--- config.mk ---
export PLATFORM = sky130hd
export DESIGN_NAME = rr_mux_arbiter
export DESIGN_NICKNAME = d
export VERILOG_FILES = /design/src/rtl/mux_pkg.sv /design/src/rtl/rr_grant.sv /design/src/rtl/rr_mux_arbiter.sv
export SDC_FILE = /design/constraint.sdc
export NUM_CORES = 1
export LEC_CHECK = 0
export BUFFER_PORTS_ARGS = -buffer_cell sky130_fd_sc_hd__buf_2
export CAP_MARGIN = 10
export CORE_MARGIN = 5
export CORE_UTILIZATION = 37
export DETAILED_ROUTE_END_ITERATION = 10
export PLACE_DENSITY_LB_ADDON = 0.08
export SLEW_MARGIN = 25
export SYNTH_ARGS = -nofsm -noshare
export SYNTH_HDL_FRONTEND = slang
export SYNTH_SLANG_ARGS = --single-unit
--- constraint.sdc ---
create_clock -name clk -period 2.25 [get_ports clk]
set_input_delay 0.45 -clock clk [delete_from_list [all_inputs] [get_ports clk]]
set_output_delay 0.45 -clock clk [all_outputs]
set_load 0.05 [all_outputs]
--- src/rtl/mux_pkg.sv ---
// Shared helpers for the arbitrated mux family: select-width derivation and channel limit.
package mux_pkg;

    localparam int MAX_N = 16;

    // Bits needed to index n channels; never less than 1 so N=2 still has a select bit.
    function automatic int clog2(input int n);
        int r;
        r = 1;
        for (int i = 1; i < 31; i++) begin
            if ((1 << i) < n) r = i + 1;
        end
        return r;
    endfunction

endpackage

--- src/rtl/rr_grant.sv ---
// Combinational round-robin search: first requesting channel at or after ptr, wrapping at N.
module rr_grant
    import mux_pkg::*;
#(
    parameter int N     = 4,
    parameter int SEL_W = clog2(N)
) (
    input  logic [N-1:0]     req,
    input  logic [SEL_W-1:0] ptr,
    output logic [SEL_W-1:0] gnt_idx,
    output logic             gnt_any
);

    logic [SEL_W:0] idx;

    // Walk offsets from farthest to nearest so the nearest requester is written last and wins.
    always_comb begin
        gnt_idx = '0;
        gnt_any = 1'b0;
        idx     = '0;
        for (int k = N - 1; k >= 0; k--) begin
            idx = {1'b0, ptr} + (SEL_W+1)'(k);
            if (idx >= (SEL_W+1)'(N)) idx = idx - (SEL_W+1)'(N);
            if (req[idx[SEL_W-1:0]]) begin
                gnt_any = 1'b1;
                gnt_idx = idx[SEL_W-1:0];
            end
        end
    end

endmodule

--- src/rtl/rr_mux_arbiter.sv ---
// N-input valid/ready round-robin mux with a one-entry registered output stage.
// Optional channel locking is built when RR_MUX_LOCK_EN is defined (adds port in_lock).
module rr_mux_arbiter
    import mux_pkg::*;
#(
    parameter int WIDTH = 8,
    parameter int N     = 4
) (
    input  logic                  clk,
    input  logic                  rst_n,
    input  logic [N*WIDTH-1:0]    in_data,
    input  logic [N-1:0]          in_valid,
    output logic [N-1:0]          in_ready,
    output logic [WIDTH-1:0]      out_data,
    output logic [clog2(N)-1:0]   out_sel,
    output logic                  out_valid,
    input  logic                  out_ready
`ifdef RR_MUX_LOCK_EN
    ,
    input  logic [N-1:0]          in_lock
`endif
);

    localparam int SEL_W = clog2(N);

    if (N < 2 || N > MAX_N) begin : g_bad_n
        $error("rr_mux_arbiter: N out of range 2..16");
    end

    logic [SEL_W-1:0] ptr;
    logic [SEL_W-1:0] rr_idx;
    logic             rr_any;
    logic [SEL_W-1:0] g;
    logic             g_any;
    logic             free;
    logic             accept;
    logic [SEL_W:0]   g_inc;
    logic [SEL_W-1:0] ptr_nxt;

    rr_grant #(
        .N     (N),
        .SEL_W (SEL_W)
    ) u_grant (
        .req     (in_valid),
        .ptr     (ptr),
        .gnt_idx (rr_idx),
        .gnt_any (rr_any)
    );

`ifdef RR_MUX_LOCK_EN
    logic             locked;
    logic [SEL_W-1:0] lock_ch;

    // A locked channel owns the grant outright; other requests are ignored until it unlocks.
    assign g     = locked ? lock_ch : rr_idx;
    assign g_any = locked ? in_valid[lock_ch] : rr_any;
`else
    assign g     = rr_idx;
    assign g_any = rr_any;
`endif

    assign free    = !out_valid || out_ready;
    assign accept  = rst_n && free && g_any;
    assign g_inc   = {1'b0, g} + (SEL_W+1)'(1);
    assign ptr_nxt = (g_inc == (SEL_W+1)'(N)) ? '0 : g_inc[SEL_W-1:0];

    always_comb begin
        in_ready    = '0;
        in_ready[g] = accept;
    end

    always_ff @(posedge clk) begin
        if (!rst_n) begin
            out_valid <= 1'b0;
            out_data  <= '0;
            out_sel   <= '0;
            ptr       <= '0;
`ifdef RR_MUX_LOCK_EN
            locked    <= 1'b0;
            lock_ch   <= '0;
`endif
        end else if (accept) begin
            out_valid <= 1'b1;
            out_data  <= in_data[g*WIDTH +: WIDTH];
            out_sel   <= g;
`ifdef RR_MUX_LOCK_EN
            if (in_lock[g]) begin
                locked  <= 1'b1;
                lock_ch <= g;
            end else begin
                locked  <= 1'b0;
                ptr     <= ptr_nxt;
            end
`else
            ptr       <= ptr_nxt;
`endif
        end else if (out_ready) begin
            out_valid <= 1'b0;
        end
    end

endmodule

Word-level counts from Yosys, hierarchy flattened:

Cells that the tools add are included.

* register bits after elaboration: 13
* input port bits: 39
* output and inout bits: 15

* shift-type cells: 1
* add/sub/neg operators: 8
* equality and inequality tests: 1
* bitwise operators: 1
* reductions and logical operators: 6
* $lt $le $gt $ge: 10
* mux-type cells: 25

Operators by type and width (count)
* 32-bit by 6-bit variable part select with 8-bit output: 1
* 2-bit 2-to-1 mux: 9
* 2-bit by 3-bit less-than comparator with 1-bit output (second input constant): 5
* 1-bit 2-to-1 mux: 11
* 3-bit >= comparator (second input constant): 3
* 1-bit binary-select mux with 2-bit select: 4
* 2-bit by 1-bit subtractor with 2-bit output (second input constant): 4
* 2-bit by 1-bit adder with 3-bit output (second input constant): 2
* 2-bit by 2-bit adder with 3-bit output (second input constant): 2
* 4-bit AND: 1
* 3-bit equality test (second input constant): 1
* 2-bit by 3-bit >= comparator with 1-bit output (second input constant): 1
* 1-bit logical AND: 3
* 1-bit demux with 2-bit select: 1
* 2-bit by 1-bit >= comparator with 1-bit output (second input constant): 1
* 2-bit nonzero test: 1
* 1-bit logical NOT: 1
* 1-bit logical OR: 1

Longest topological paths before layout:

* depth in word-level cells: 14
* depth in mapped cells: 9

Modules after synthesis:

Synthesis repeated with hierarchy kept, for this count alone.

* cells, all modules: 83
* area total of the unflattened synthesis: 854.6 µm²

By module, submodules not included
* rr_mux_arbiter: area each 777.0 µm², seq. area each 260.2 µm², times used 1, cells each 70
* rr_grant: area each 77.6 µm², seq. area each 0.0 µm², times used 1, cells each 13

Worst setup path before layout:

OpenSTA, ideal clock, no wires.

* kind: input to output
* start point: input port in_valid[0]
* end point: output port in_ready[1]
* path buffers: 2
* stages on the path: 7
* arrival time: 2561 ps
* path slack: -761 ps
* cell sequence: nor2b_1 or4b_1 buf_2 nand2_2 buf_6 inv_1 nor3_1

* longest elaborated chain between the ends: 11

Ends and longest elaborated chain
* start: declaration: line rr_mux_arbiter.sv:12 `input logic [N-1:0] in_valid,`
* 1-bit binary-select mux with 2-bit select: line rr_grant.sv:24 `if (req[idx[SEL_W-1:0]]) begin`
* 1-bit 2-to-1 mux (not written as such): line rr_grant.sv:24
* 2-bit 2-to-1 mux (4 in a row): line rr_grant.sv:24
* 2-bit by 3-bit less-than comparator with 1-bit output (not written as such) or 2-bit by 1-bit >= comparator with 1-bit output (tied branches): line rr_mux_arbiter.sv:69 `in_ready[g] = accept;`
* 1-bit logical AND (not written as such): line rr_mux_arbiter.sv:69
* 1-bit 2-to-1 mux (not written as such): line rr_mux_arbiter.sv:69
* 1-bit demux with 2-bit select: line rr_mux_arbiter.sv:69
* 4-bit AND (no line) (*)
* end: declaration: line rr_mux_arbiter.sv:13 `output logic [N-1:0] in_ready,`

Every way passes the cells marked *; elsewhere a longest branch is shown, timed or not. The select of a mux whose other input is x is not followed.

Final worst setup path:

* start point: input port in_valid[3]
* end point: output port in_ready[2]

Same word-level chain as after synthesis.

==> run summary <==
status: complete, no violations
post-synthesis mux area share: 1.16%
Period minus WS final: 2.24 ns
syn_area_per_cell: 8.33 µm²
CP Class: in2out
area fraction in and, or, nand and nor cells after synthesis: 30.1%
Setup Skew: 0.00306 ns
Final setup viols: 0
delay-heaviest family, CP: simple AND/OR/NAND/NOR gates
f_max: 447 MHz
Synth area leader: dfxtp_1
DRC violations left: 0
Core ar.: 2230 µm²
Slew Limit Fails: 0
worst r2r src: ptr[0]$_SDFFE_PN0P_
Post-Synthesis Net Count: 144
final period utilization: 99.4%
Sequential Power Share: 29.9%
Post-Syn Area: 866 µm²
Reg clk slew, reported paths: 0.07 ns
Final WS setup: 0.0130 ns
Clk Tree Root Cell: clkbuf_4
Crit-path slowest cell: or4b_4
max-cap violation count: 0
ranking of synthesized cells by area: dfxtp_1 (30%), and3_1 (12%), a211oi_1 (11%)
GPL Wtd Cong: 0.709
Worst-Margin Slew: 0.345 ns
Switching Share: 43.1%
Seq/Total Area, Yosys: 30.1%
Synth async-reset ratio: 0%
Power Density: 677 nW/µm²
r2r worst-path depth: 6
Die W: 58.4 µm
detailed router's first-iteration violation count: 31
DR vias: 1001
largest family of logic cells by synthesized area: simple AND/OR/NAND/NOR gates
Worst Hold Depth: 2
complex-gate fraction of the synthesized area: 29.0%
clock tree sinks: 13
I/O pins: 54
Post-Synth Adder-Cell Area: 1.45%
Rel. slew slack: 76.9%
starting density of the core: 38.8%
largest net degree at the start of global routing: 20
Largest stage delay, worst path: 0.56 ns
Pre-Repair DR Iteration Count: 4
number of enable flip-flop cells after synthesis: 0
Worst EP arrival: 1.79 ns
worst path bufs/invs: 3
Hold Vio Cnt, Final: 0
worst min-delay path startpoint: out_data[3]$_SDFFE_PN0P_
Synth top area share: 30.1%
Post-synth top cells: and3_1 (17), a211oi_1 (13), dfxtp_1 (13), nand2_1 (11), nor2b_1 (9)
worst flop-to-flop path endpoint: out_data[4]$_SDFFE_PN0P_
Synth cell types: 28
RSZ-0062 raised after global routing: yes
vias in the first global route: 1062
Reg2Reg Setup Slack: 0.39 ns
total CTS buffers: 3
Syn Inst Count: 104
hold bufs inserted after CTS: 0
Final Util: 63.6%
crit end category: output port
Primary FF master, synth: dfxtp_1
Antenna Nets Post-Route: 0
vias per cell: 5.08
Synth Area in XOR/XNOR: 0%
leakage power: 0.689 nW
HP Class: reg2reg
part of the power in combinational logic: 55.4%
Ys Warns: 0
grt ovf: 0
mean routed wirelength per cell: 14.5 µm
Routed WL: 2870 µm
Req. time, crit path: 1.80 ns
count leader, synth: and3_1
Final #Nets: 210
# H-tree levels: 1
diodes inserted: 0
CP Cell Sequence: buf_2, nor2_1, or4b_4, nand2_4, inv_6, ha_4, and3_4, buf_8
die area: 3410 µm²
clk_lat worst skew: 0.27 ns
area grow syn2layout: 64.0%
initial antenna violation count: 0
Core Rows: 17
Clock power frac: 14.6%
IO Port Bufs: 53
Clock Path Buffers: 2
Critical Path Start Type: input pin
layout cells sized above 1: 55.6%
hpwl dp: 2220 µm
VDD IR max: 0.000334 V
first-pass GRT wire length: 4690 µm
dpl ws: -0.137 ns
Pint: 0.547 mW
Die H: 58.4 µm
Total GRT Usage: 17.6%
Hold EP: out_data[3]$_SDFFE_PN0P_
TNS Setup: 0 ns
largest fanout on the critical path: 3
Sw Pwr: 0.414 mW
Yosys reg bits: 13
TritonCTS clock tree: done
-- power by group through the flow --
stage	sequential [mW]	combinational, mW	clock [mW]
finish	0.287	0.533	0.141
global route	0.292	0.573	0.159
CTS	0.291	0.513	0.147
detailed placement	0.294	0.487	0
global placement	0.293	0.479	0
floorplan	0.392	0.257	0
-- worst max path at each step --
| stage | to | cells past startpoint | from |
|---|---|---|---|
| final | in_ready[2] | 8 | in_valid[3] |
| after global routing | in_ready[0] | 8 | ptr[0]$_SDFFE_PN0P_ |
| after CTS | in_ready[2] | 8 | in_valid[0] |
| after global placement | in_ready[2] | 8 | in_valid[2] |
| after detailed placement | in_ready[2] | 8 | in_valid[2] |
| after floorplan | in_ready[1] | 7 | in_valid[2] |
-- routing by layer --
layer	global-route usage, %	part of all wire [%]	wire (µm)
met1	22.7	44	1270
met2	28.7	46	1330
met3	2.19	7.3	209
met4	8.94	1.8	53
met5	0	0	0
-- worst register-to-register path, stage by stage (launching register included) --
cell and delay [ns]:
dfxtp_4 0.37, nor2b_4 0.04, or4b_4 0.50, buf_4 0.20
and3_1 0.20, a211oi_1 0.30, o31ai_1 0.12
-- timing repair --
action,CTS,global route
endpoints found under the setup margin,4,4
buffers inserted,0,1
gates cloned,0,0
gates resized for setup,17,11
pin swaps,2,2
-- layout make-up --
cell class,count,area [µm²]
Inverter,2,12.5
Multi-Input combinational cell,80,637
Fill cell,216,813
Sequential cell,13,268
Tap cell,28,35.0
Clock buffer,4,26.3
Timing Repair Buffer,70,442
-- state kept, by name, summed over array words and instances, names as in the netlist --
register   cells
ptr            2
out_sel        2
out_data       8
out_valid      1
-- cell families (layout without fill, tap and decap cells) --
| logic type | Yosys count | count (layout) |
|---|---|---|
| AO/OA/AOI/OAI | 31 | 31 |
| adder cells (fa/ha/maj) | 1 | 1 |
| buffers and inverters | 11 | 76 |
| flip-flops | 13 | 13 |
| multiplexers | 1 | 1 |
| AND/OR/NAND/NOR | 47 | 47 |
-- through the flow --
| step | std cells | instance area (µm²) | hold slack (ns) | total power, mW |
|---|---|---|---|---|
| detailed placement | 192 | 1290 | 0.440 | 0.781 |
| global placement | 192 | 1290 | 0.433 | 0.772 |
| CTS | 196 | 1380 | 0.459 | 0.951 |
| finish | 197 | 1420 | 0.455 | 0.961 |
| global route | 197 | 1420 | 0.467 | 1.02 |
| floorplan | 104 | 947 | 0.558 | 0.649 |
-- placed cells by master (no fill, tap or decap), types with 3 or more instances in the layout --
cell type,count
buf_2,47
and3_1,16
buf_4,16
a211oi_1,13
dfxtp_1,11
nand2_1,10
o31ai_1,8
nor2b_1,6
buf_6,5
nor2b_4,3
nor3_4,3
a211oi_2,3
clkbuf_4,3
(Power assumes the default switching activity.)
